==> config.mk <==
export PLATFORM = sky130hd
export DESIGN_NAME = multi_key_click_ctrl
export DESIGN_NICKNAME = d
export VERILOG_FILES = /design/src/rtl/key_click_pkg.sv /design/src/rtl/key_click_chan.sv /design/src/rtl/multi_key_click_ctrl.sv
export SDC_FILE = /design/constraint.sdc
export NUM_CORES = 1
export LEC_CHECK = 0
export CORE_UTILIZATION = 30
export CTS_BUF_LIST = sky130_fd_sc_hd__clkbuf_4 sky130_fd_sc_hd__clkbuf_8
export CTS_CLUSTER_DIAMETER = 30
export DETAILED_ROUTE_END_ITERATION = 8
export GPL_TIMING_DRIVEN = 0
export HOLD_SLACK_MARGIN = 0.15
export PLACE_DENSITY = 0.5
export SETUP_SLACK_MARGIN = 0.4
export SYNTH_ARGS = -nofsm -noshare
export SYNTH_HDL_FRONTEND = slang
export SYNTH_SLANG_ARGS = --single-unit
==> constraint.sdc <==
create_clock -name CLOCK -period 3.6 [get_ports CLOCK]
set_clock_uncertainty 0.2 [all_clocks]
set_input_delay 0.72 -clock CLOCK [delete_from_list [all_inputs] [get_ports CLOCK]]
set_output_delay 0.72 -clock CLOCK [all_outputs]
set_load 0.05 [all_outputs]
==> src/rtl/key_click_pkg.sv <==
// Shared types and helpers for the multi-key click classifier.
package key_click_pkg;

    // Per-channel gesture state
    typedef enum logic [3:0] {
        ST_IDLE,
        ST_DB_P1,
        ST_HELD,
        ST_LONG,
        ST_DB_R1,
        ST_GAP,
        ST_DB_P2,
        ST_WAIT_R,
        ST_DB_REND
    } chan_state_e;

    // Event stream class codes
    localparam logic [1:0] EVT_SINGLE = 2'd0;
    localparam logic [1:0] EVT_DOUBLE = 2'd1;
    localparam logic [1:0] EVT_LONG   = 2'd2;
    localparam logic [1:0] EVT_REPEAT = 2'd3;

    // Ceiling log2 for elaboration-time widths; clog2(1) = 0
    function automatic int clog2(input int v);
        int r;
        r = 0;
        for (int i = 0; i < 62; i++)
            if ((64'd1 << i) < 64'(v)) r = i + 1;
        return r;
    endfunction

endpackage

==> src/rtl/key_click_chan.sv <==
// One key channel: 2-flop sync, edge detect, debounce and gesture FSM.
module key_click_chan
    import key_click_pkg::*;
#(
    parameter int ACTIVE_LOW     = 1,
    parameter int DEBOUNCE_CYC   = 500_000,
    parameter int DCLICK_GAP_CYC = 5_000_000,
    parameter int LONG_CYC       = 150_000_000,
    parameter int REPEAT_EN      = 0,
    parameter int REPEAT_CYC     = 10_000_000
) (
    input  logic gclk,
    input  logic rst,
    input  logic key,
    output logic sclick,
    output logic dclick,
    output logic lclick,
    output logic rpt,
    output logic pressed
);

    localparam int MAX_AB  = (DEBOUNCE_CYC > DCLICK_GAP_CYC) ? DEBOUNCE_CYC : DCLICK_GAP_CYC;
    localparam int MAX_CD  = (LONG_CYC > REPEAT_CYC) ? LONG_CYC : REPEAT_CYC;
    localparam int MAX_CYC = (MAX_AB > MAX_CD) ? MAX_AB : MAX_CD;
    localparam int CW      = (clog2(MAX_CYC) > 0) ? clog2(MAX_CYC) : 1;

    localparam logic [CW-1:0] DB_END   = CW'(DEBOUNCE_CYC - 1);
    localparam logic [CW-1:0] GAP_END  = CW'(DCLICK_GAP_CYC - 1);
    localparam logic [CW-1:0] LONG_END = CW'(LONG_CYC - 1);
    localparam logic [CW-1:0] REP_END  = CW'(REPEAT_CYC - 1);

    // Released level of the raw pin; sync flops start here so reset never fakes an edge
    localparam logic IDLE_LVL = (ACTIVE_LOW != 0);

    logic [1:0]    sync_q;
    logic          k;
    logic          k_q;
    logic          press_edge;
    logic          release_edge;
    chan_state_e   state;
    logic [CW-1:0] cnt;

    assign k            = sync_q[1] ^ IDLE_LVL;
    assign press_edge   = k & ~k_q;
    assign release_edge = ~k & k_q;

    // Synchroniser shift register plus registered copy of the normalised level
    always_ff @(posedge gclk) begin
        if (rst) begin
            sync_q <= {2{IDLE_LVL}};
            k_q    <= 1'b0;
        end else begin
            sync_q <= {sync_q[0], key};
            k_q    <= k;
        end
    end

    // Gesture FSM with a single shared wait counter and registered pulse/level outputs
    always_ff @(posedge gclk) begin
        if (rst) begin
            state   <= ST_IDLE;
            cnt     <= '0;
            sclick  <= 1'b0;
            dclick  <= 1'b0;
            lclick  <= 1'b0;
            rpt     <= 1'b0;
            pressed <= 1'b0;
        end else begin
            sclick <= 1'b0;
            dclick <= 1'b0;
            lclick <= 1'b0;
            rpt    <= 1'b0;
            cnt    <= cnt + 1'b1;
            case (state)
                ST_IDLE: begin
                    cnt <= '0;
                    if (press_edge) state <= ST_DB_P1;
                end
                ST_DB_P1: begin
                    if (cnt == DB_END) begin
                        cnt <= '0;
                        if (k) begin
                            state   <= ST_HELD;
                            pressed <= 1'b1;
                        end else begin
                            state <= ST_IDLE;
                        end
                    end
                end
                ST_HELD: begin
                    if (release_edge) begin
                        state   <= ST_DB_R1;
                        cnt     <= '0;
                        pressed <= 1'b0;
                    end else if (cnt == LONG_END) begin
                        state  <= ST_LONG;
                        cnt    <= '0;
                        lclick <= 1'b1;
                    end
                end
                ST_LONG: begin
                    if (release_edge) begin
                        state   <= ST_DB_REND;
                        cnt     <= '0;
                        pressed <= 1'b0;
                    end else if (REPEAT_EN == 0) begin
                        cnt <= '0;
                    end else if (cnt == REP_END) begin
                        cnt <= '0;
                        rpt <= 1'b1;
                    end
                end
                ST_DB_R1: begin
                    if (cnt == DB_END) begin
                        state <= ST_GAP;
                        cnt   <= '0;
                    end
                end
                ST_GAP: begin
                    // Timeout on the last gap cycle wins over a coincident press
                    if (cnt == GAP_END) begin
                        state  <= ST_IDLE;
                        cnt    <= '0;
                        sclick <= 1'b1;
                    end else if (press_edge) begin
                        state <= ST_DB_P2;
                        cnt   <= '0;
                    end
                end
                ST_DB_P2: begin
                    if (cnt == DB_END) begin
                        cnt <= '0;
                        if (k) begin
                            state   <= ST_WAIT_R;
                            dclick  <= 1'b1;
                            pressed <= 1'b1;
                        end else begin
                            state  <= ST_IDLE;
                            sclick <= 1'b1;
                        end
                    end
                end
                ST_WAIT_R: begin
                    cnt <= '0;
                    if (release_edge) begin
                        state   <= ST_DB_REND;
                        pressed <= 1'b0;
                    end
                end
                ST_DB_REND: begin
                    if (cnt == DB_END) begin
                        state <= ST_IDLE;
                        cnt   <= '0;
                    end
                end
                default: begin
                    state   <= ST_IDLE;
                    cnt     <= '0;
                    pressed <= 1'b0;
                end
            endcase
        end
    end

endmodule

==> src/rtl/multi_key_click_ctrl.sv <==
// N-key click classifier: per-key channels, 1-deep pending slots, round-robin event stream.
module multi_key_click_ctrl
    import key_click_pkg::*;
#(
    parameter int N_KEYS         = 4,
    parameter int ACTIVE_LOW     = 1,
    parameter int DEBOUNCE_CYC   = 500_000,
    parameter int DCLICK_GAP_CYC = 5_000_000,
    parameter int LONG_CYC       = 150_000_000,
    parameter int REPEAT_EN      = 0,
    parameter int REPEAT_CYC     = 10_000_000,
    localparam int KW            = (clog2(N_KEYS) > 0) ? clog2(N_KEYS) : 1
) (
    input  logic              CLOCK,
    input  logic              RESET,
    input  logic [N_KEYS-1:0] KEY,
    output logic [N_KEYS-1:0] SCLICK,
    output logic [N_KEYS-1:0] DCLICK,
    output logic [N_KEYS-1:0] LCLICK,
    output logic [N_KEYS-1:0] REPEAT,
    output logic [N_KEYS-1:0] PRESSED,
    output logic              EVT_VALID,
    input  logic              EVT_READY,
    output logic [KW-1:0]     EVT_KEY,
    output logic [1:0]        EVT_CODE,
    output logic [N_KEYS-1:0] OVERFLOW
);

    logic [N_KEYS-1:0]       wr_vec;
    logic [N_KEYS-1:0][1:0]  wr_code;
    logic [N_KEYS-1:0]       pend_vld;
    logic [N_KEYS-1:0][1:0]  pend_code;
    logic [N_KEYS-1:0]       cur_oh;
    logic [N_KEYS-1:0]       avail;
    logic                    pop;
    logic [KW-1:0]           rr_ptr;
    logic                    grant_found;
    logic [KW-1:0]           grant_idx;
    int                      idx;

    for (genvar i = 0; i < N_KEYS; i++) begin : g_chan
        key_click_chan #(
            .ACTIVE_LOW     (ACTIVE_LOW),
            .DEBOUNCE_CYC   (DEBOUNCE_CYC),
            .DCLICK_GAP_CYC (DCLICK_GAP_CYC),
            .LONG_CYC       (LONG_CYC),
            .REPEAT_EN      (REPEAT_EN),
            .REPEAT_CYC     (REPEAT_CYC)
        ) u_chan (
            .gclk    (CLOCK),
            .rst     (RESET),
            .key     (KEY[i]),
            .sclick  (SCLICK[i]),
            .dclick  (DCLICK[i]),
            .lclick  (LCLICK[i]),
            .rpt     (REPEAT[i]),
            .pressed (PRESSED[i])
        );

        assign wr_vec[i]  = SCLICK[i] | DCLICK[i] | LCLICK[i] | REPEAT[i];
        assign wr_code[i] = DCLICK[i] ? EVT_DOUBLE :
                            LCLICK[i] ? EVT_LONG   :
                            REPEAT[i] ? EVT_REPEAT : EVT_SINGLE;
    end

    assign pop = EVT_VALID & EVT_READY;

    // One-hot of the slot currently presented; it stays full until popped and is skipped by the arbiter
    always_comb begin
        for (int i = 0; i < N_KEYS; i++)
            cur_oh[i] = EVT_VALID && (EVT_KEY == KW'(i));
    end

    assign avail = pend_vld & ~cur_oh;

    // Round-robin pick of the first available slot at or after rr_ptr
    always_comb begin
        grant_found = 1'b0;
        grant_idx   = '0;
        idx         = 0;
        for (int i = 0; i < N_KEYS; i++) begin
            idx = int'(rr_ptr) + i;
            if (idx >= N_KEYS) idx = idx - N_KEYS;
            if (!grant_found && avail[idx]) begin
                grant_found = 1'b1;
                grant_idx   = KW'(idx);
            end
        end
    end

    // Pending slots: write wins over pop; overwrite of an unpopped full slot is flagged sticky
    always_ff @(posedge CLOCK) begin
        if (RESET) begin
            pend_vld  <= '0;
            pend_code <= '0;
            OVERFLOW  <= '0;
        end else begin
            for (int i = 0; i < N_KEYS; i++) begin
                if (wr_vec[i]) begin
                    pend_vld[i]  <= 1'b1;
                    pend_code[i] <= wr_code[i];
                    if (pend_vld[i] && !(pop && cur_oh[i])) OVERFLOW[i] <= 1'b1;
                end else if (pop && cur_oh[i]) begin
                    pend_vld[i] <= 1'b0;
                end
            end
        end
    end

    // Output register: reload when empty or popped, hold steady under back-pressure
    always_ff @(posedge CLOCK) begin
        if (RESET) begin
            EVT_VALID <= 1'b0;
            EVT_KEY   <= '0;
            EVT_CODE  <= '0;
            rr_ptr    <= '0;
        end else if (!EVT_VALID || pop) begin
            EVT_VALID <= grant_found;
            if (grant_found) begin
                EVT_KEY  <= grant_idx;
                EVT_CODE <= pend_code[grant_idx];
                rr_ptr   <= (grant_idx == KW'(N_KEYS - 1)) ? '0 : grant_idx + 1'b1;
            end
        end
    end

endmodule

==> impl_results.md <==
- Result of the run: finished clean
- Port bufs: 30
- Number of standard cells in the layout, taps in and fillers out: about 1500
- Via count of the first global-routing pass: around 7000
- Slew at the pin closest to its max-slew limit: around 0.9 ns
- Initial core utilization: 0.308
- Cell types occupying the most area after synthesis: dfxtp_1 40%, nor2_1 8.3%, xnor2_1 5.0%
- Worst path arrival time: around 3.2 ns
- Global routing met2 resource utilization: 0.222
- Total count of max-transition violations in the final report: 0
- Post-Route WL: ~22000 microns
- Floorplan core area: about 29000 sq um
- Crit path capture type: flop
- Max-cap viol count: 0
- Wire length of the first global-routing pass: ~37000 microns
- Share of synthesized flip-flops with an asynchronous set or reset: 0
- Post-Syn Area: 8910 sq um
- Length of the first detailed-routing pass in iterations: 4
- Met3 GRT Util: 0.0295
- Area overhead of the layout relative to synthesis: 14.4%
- Layout cells sized above 1: 0.0827
- Via count normalized by instance count: slightly below 5
- Setup slack after layout: between 0.6 and 0.7 ns
- Instance area at placement: 9700 sq um
- Post-Synthesis Mean Instance Area: a little over 8 sq um
- Drt wl/cell: about 14 microns
- Dominant cell by count in the synthesized netlist: nor2_1
- Portion of synthesized cell area occupied by the leading cell type: 0.402
- Maximum clock frequency: 0.335 GHz
- CP Buf/Inv Count: 1
- Grt peak-use layer: met2
- Number of placed I/O pins: 36
- Number of buffers inserted by post-CTS setup repair: 0
- Worst-path clk slew: approximately 0.11 ns
- Initial antenna violation count: 0
- HPWL after detailed placement: 15800 microns
- Ys Warns: 0
- Critical path class: reg2reg
- Biggest fanout along the worst timing path: 10
- Slew headroom: 0.390
- Hold violation total from the final report: 0
- Total number of vias: 7675
- Remaining routing DRC violations: 0
- Final setup violating endpoints: 0
- Number of placed cells counting well taps: 1513
- CTS HTree Levels: 4
- Cell type with the largest total area after synthesis: dfxtp_1
- Final GP Congestion: 0.884
- Maximum root-to-sink buffer count: 2
- Worst-case setup slack after placement: -0.0299 ns
- EDFF count, synth: 0
- Die height: approximately 170 microns
- ANT cells: 0
- CTS tree: yes
- Setup repair after global routing missed its margin: no
- Period utilisation layout: 0.830
- Post-Synthesis Cells: 1096
- Final worst hold slack: approximately 0.21 ns
- Horizontal die dimension: 174 microns
- Gr usage total: 0.147
- Total power after layout: between 4000 and 5000 uW
- Final std cell area, no fill: 10200 sq um
- Clock sink count: ~180
- Overflow left after global routing: 0
- Global routing met1 resource utilization: 0.207
- Core Rows: slightly above 60
- Data required time at the worst endpoint: between 3 and 4 ns
- Clk Tree Root Cell: clkbuf_8
- Main synth FF type: dfxtp_1
- Die area: roughly 30000 sq um
- Number of nets in the layout: 1160
- Iteration-0 DRC count of the detailed router: about 520
- Standard cell with the maximum stage delay on the critical path: o31ai_2
- Worst-path cell chain: or4b_4 > or4_4 > and2_4 > o31ai_2 > buf_2 > nor2_1
- Number of distinct library cells after synthesis: 75
- Final antenna-violating net count: 0
- Critical path's largest stage delay: about 0.61 ns
- Flip-flop and latch count after synthesis: between 150 and 200
- Leak Pwr: around 0.0032 uW
- Total power divided by cell area: between 400 and 500 nW/um^2
- Worst Hold Class: reg2reg
- Max IR drop VDD: roughly 0.24 mV
- Number of buffers created by CTS: 17
- Most instantiated cells after synthesis: 196 x nor2_1, 179 x dfxtp_1, 90 x nand2_1
- Final min period: around 3.0 ns
- Startpoint type of the worst setup path: flop
- Family of cells with the greatest summed delay on the critical path: simple AND/OR/NAND/NOR gates
- Largest net degree at the start of global routing: 18
- Clk_lat worst skew: around 0.48 ns
- Register area share after synthesis: 0.402
## state kept, by name, summed over array words and instances (netlist names), 8 cells and up
register	count
g_chan.u_chan.cnt	112
pend_code	8
g_chan.u_chan.sync_q	8
g_chan.u_chan.state	16
## power by group
group / switching, uW / internal [uW] / leakage, uW
clock: 803 / 776 / 0.000224
sequential: 53.6 / 2040 / 0.00145
combinational: 626 / 372 / 0.00155
## final cells by class
type                            count  area, sq um
Sequential cell                   179         3580
Clock buffer                       17          234
Timing Repair Buffer               30          300
Fill cell                        3065        18700
Tap cell                          384          480
Buffer                             58          303
Multi-Input combinational cell    836         4980
Clock inverter                     15          218
Inverter                           26         97.6
## routing by layer
metal  vias up  routed length, microns
met5         -                       0
met4         0                     312
met3        23                     894
met2       144                    9330
met1      3554                   11200
li1       3954                       -
## cells in the final DEF, fill, tap and decap left out, types with 8 or more instances in the layout
master / instances
xnor2_1: 51
or3_1: 9
nand4_1: 35
clkbuf_1: 27
nor3_1: 44
and4_1: 9
or2_2: 11
nor2b_1: 15
clkbuf_8: 17
buf_4: 20
dfxtp_1: 179
nand2_1: 90
clkdlybuf4s50_1: 30
nand3b_1: 9
inv_1: 26
and3_1: 17
nand2b_1: 8
xor2_1: 49
nand4b_1: 9
nor2_1: 196
a31oi_1: 11
nand3_1: 51
a21oi_1: 49
mux2i_1: 8
o21ai_0: 20
nor4_1: 26
## final timing paths
check,start,end,slack [ns],cells after the start
max,g_chan[1].u_chan.cnt[17],g_chan[1].u_chan.cnt[20],0.61,6
min,g_chan[3].u_chan.sync_q[0],g_chan[3].u_chan.sync_q[1],0.21,1
max reg2reg,g_chan[1].u_chan.cnt[17],g_chan[1].u_chan.cnt[20],0.61,6
min reg2reg,g_chan[3].u_chan.sync_q[0],g_chan[3].u_chan.sync_q[1],0.21,1
## through the flow
| stage | TNS [ns] | util |
|---|---|---|
| floorplan | 0 | - |
| global placement | -2.44 | 0.335 |
| detailed placement | -0.256 | 0.335 |
| CTS | 0 | 0.352 |
| global route | 0 | 0.352 |
| finish | 0 | 0.352 |
## what timing repair did
action                     4_1_cts  5_1_grt
hold buffers                     0        0
resized for setup                4       10
setup endpoints to repair       47       39
## logic make-up after synthesis
group / Yosys count / share of synthesized area
AND/OR/NAND/NOR: 574 / 0.328
multiplexers: 10 / 0.0115
flip-flops: 179 / 0.402
adder cells (fa/ha/maj): 5 / 0.00702
AO/OA/AOI/OAI: 143 / 0.108
XOR/XNOR: 100 / 0.0983
other: 1 / 0.000421
buffers and inverters: 84 / 0.0444
No activity file was read; power rests on OpenSTA's default activity.
==> edit: new RTL, same flow settings <==
The parameter `N_KEYS` goes from 4 to 8.
--- a/src/rtl/multi_key_click_ctrl.sv
+++ b/src/rtl/multi_key_click_ctrl.sv
@@ -2,7 +2,7 @@
 module multi_key_click_ctrl
     import key_click_pkg::*;
 #(
-    parameter int N_KEYS         = 4,
+    parameter int N_KEYS         = 8,
     parameter int ACTIVE_LOW     = 1,
     parameter int DEBOUNCE_CYC   = 500_000,
     parameter int DCLICK_GAP_CYC = 5_000_000,
Ports: changed (8 resized); port bits go from 36 to 65. The function was not compared with the original's and may differ.
==> edit against the original RTL <==
The flow now finishes with violations (negative setup slack). Power rose to 3.1 times the old value. Die area grew 100%. Sequential power rose by 100%. Routed wire length grew 130%. Critical path depth is 12 higher. Setup slack worse by 960 ps. Via count is 120% higher. Synthesized area grew 110%. Sequential cell count up 174. Final area rose by 130%. Highest routed layer unchanged.
==> edit: results (changes against the original RTL) <==
- WL met1: 24000 um (+110%)
- Clk buf depth: 3 (+1)
- Seq/Total Area, Yosys: 0.386 (-0.0164)
- Crit-path max cell delay: 540 ps (-70 ps)
- Starting DRT DRC Count: 1007 (+93%)
- Met2 GRT Util: 0.258 (+0.0356)
- Family with the most delay on the worst path: compound AO/OA/AOI/OAI gates
- H-tree Lvls: 3 (-1)
- CTS Buf Count: 92 (+75)
- Run status: finished with violations
- Placed cell areas: 0.0199 mm^2 (+110%)
- Port Buffers: 56 (+87%)
- Skew-Pair Late Insertion Delay: 670 ps (+190 ps)
- Top flop regs: g_chan.u_chan.cnt (224), g_chan.u_chan.state (32)
- Hold Slack: 205 ps (-2.48 ps)
- DR WL met3: 2520 um (+180%)
- Final worst setup slack: -350 ps (-964 ps)
- Met1 Use GR: 0.213 (+0.00666)
- Hold WC Path Type: flip-flop to flip-flop
- Met3 Usage GRT: 0.0342 (+0.00464)
- Post-route insts no fill: 3325 (+120%)
- Drt wl/cell: 15.3 um (+9.0%)
- List of most frequent post-synthesis cells: 437 x nor2_1, 353 x dfxtp_1, 178 x nand2_1, 125 x xor2_1
- Max transition margin: 0.382 (-0.00816)
- Library cells used by synthesis: 98 (+31%)
- Hold-critical path endpoint: g_chan[6].u_chan.sync_q[1]
- Vias: 16680 (+120%)
- R2R Path End: rr_ptr[2]
- Dpl hpwl: 36200 um (+130%)
- Share of cells above drive strength 1: 0.170 (+0.0869)
- FF-to-FF Start: rr_ptr[0]
- Peak fanout along the critical path: 7 (-3)
- Dpl cells: 3121 (+110%)
- Global-route wire length before repair: 82600 um (+130%)
- Fin Setup TNS: -1570 ps (-1570 ps)
- HP Start: g_chan[6].u_chan.sync_q[0]
- Worst Path Arrival: 4270 ps (+1120 ps)
- GPL Wtd Cong: 0.908 (+2.7%)
- Worst slack at placement: -971 ps (-941 ps)
- VDD IR max: 0.266 mV (+8.8%)
- Pwr Density: 618 mW/mm^2 (+35%)
- Drt first pass iters: 5 (+1)
- Final setup fails: 7 (+7)
- DR WL met2: 23200 um (+150%)
- Fin nets: 2489 (+110%)
- All-Layer GR Usage: 0.162 (+0.0147)
- Vias in the first global route: 15859 (+120%)
- Failing checks: negative setup slack
- Syn avg cell area: 8.05 um^2 (-1.0%)
- Initial antenna violation count: 3 (+3)
- Largest net degree at the start of global routing: 14 (-4)
- CP max-delay cell: mux4_2
- Pleak: 7.78 nW (+140%)
- # fillers: 6178 (+100%)
- Reg2reg path depth: 18 (+12)
- Reg2Reg Setup Slack: -350 ps (-960 ps)
- Clock transition at path regs: 60 ps (-50 ps)
## edit: repair_timing
action,4_1_cts,5_1_grt
endpoints found under the setup margin,240,192
cloned,1,0
setup buffers,23,10
gates resized for setup,98,81
endpoints found under the hold margin,0,0
pin swaps,30,26
## edit: logic make-up after synthesis
family / synth area share
simple gates: 0.322
fa+ha+maj: 0.00751
compound gates: 0.109
buf+inv: 0.0586
other cells: 0.000205
flops: 0.386
mux: 0.0194
xor+xnor: 0.0971
## edit: final cells by class
cell class	instances	share of cell area
sequential	353	0.307
antenna	2	0.000217
clock buffer	127	0.0726
timing repair buffer	90	0.0371
multi-input combinational	1722	0.467
tap	782	0.0425
inverter	62	0.0107
clock inverter	41	0.0203
buffer	146	0.0431
## edit: how the worst max path moves through the flow
stage | from | end | slack [ps] | cells after the start
6_report | rr_ptr[0] | rr_ptr[2] | -350 | 18
5_1_grt | rr_ptr[0] | rr_ptr[2] | -490 | 18
4_1_cts | rr_ptr[0] | rr_ptr[2] | -340 | 18
3_5_place_dp | rr_ptr[1] | rr_ptr[2] | -970 | 17
3_3_place_gp | rr_ptr[1] | rr_ptr[2] | -1000 | 17
2_1_floorplan | rr_ptr[0] | rr_ptr[2] | -120 | 18
## edit: worst reg2reg max path, cell delays in order (launching register included)
cell and delay, ps:
dfxtp_2 340, buf_8 110, inv_6 30, clkbuf_16 130, clkbuf_16 140, ha_4 300
and2b_2 230, a32o_2 240, mux4_2 540, o31ai_4 280, o32ai_4 140, a221oi_4 360
or2_1 170, buf_6 130, inv_4 40, ha_4 160, xnor2_2 120, mux2i_1 130
nor2_1 50
## edit: report_power, final
| group | internal (W) | switching [W] |
|---|---|---|
| clock | 0.00361 | 0.00208 |
| sequential | 0.00407 | 0.000145 |
| combinational | 0.00193 | 0.00243 |
| total | 0.00960 | 0.00465 |
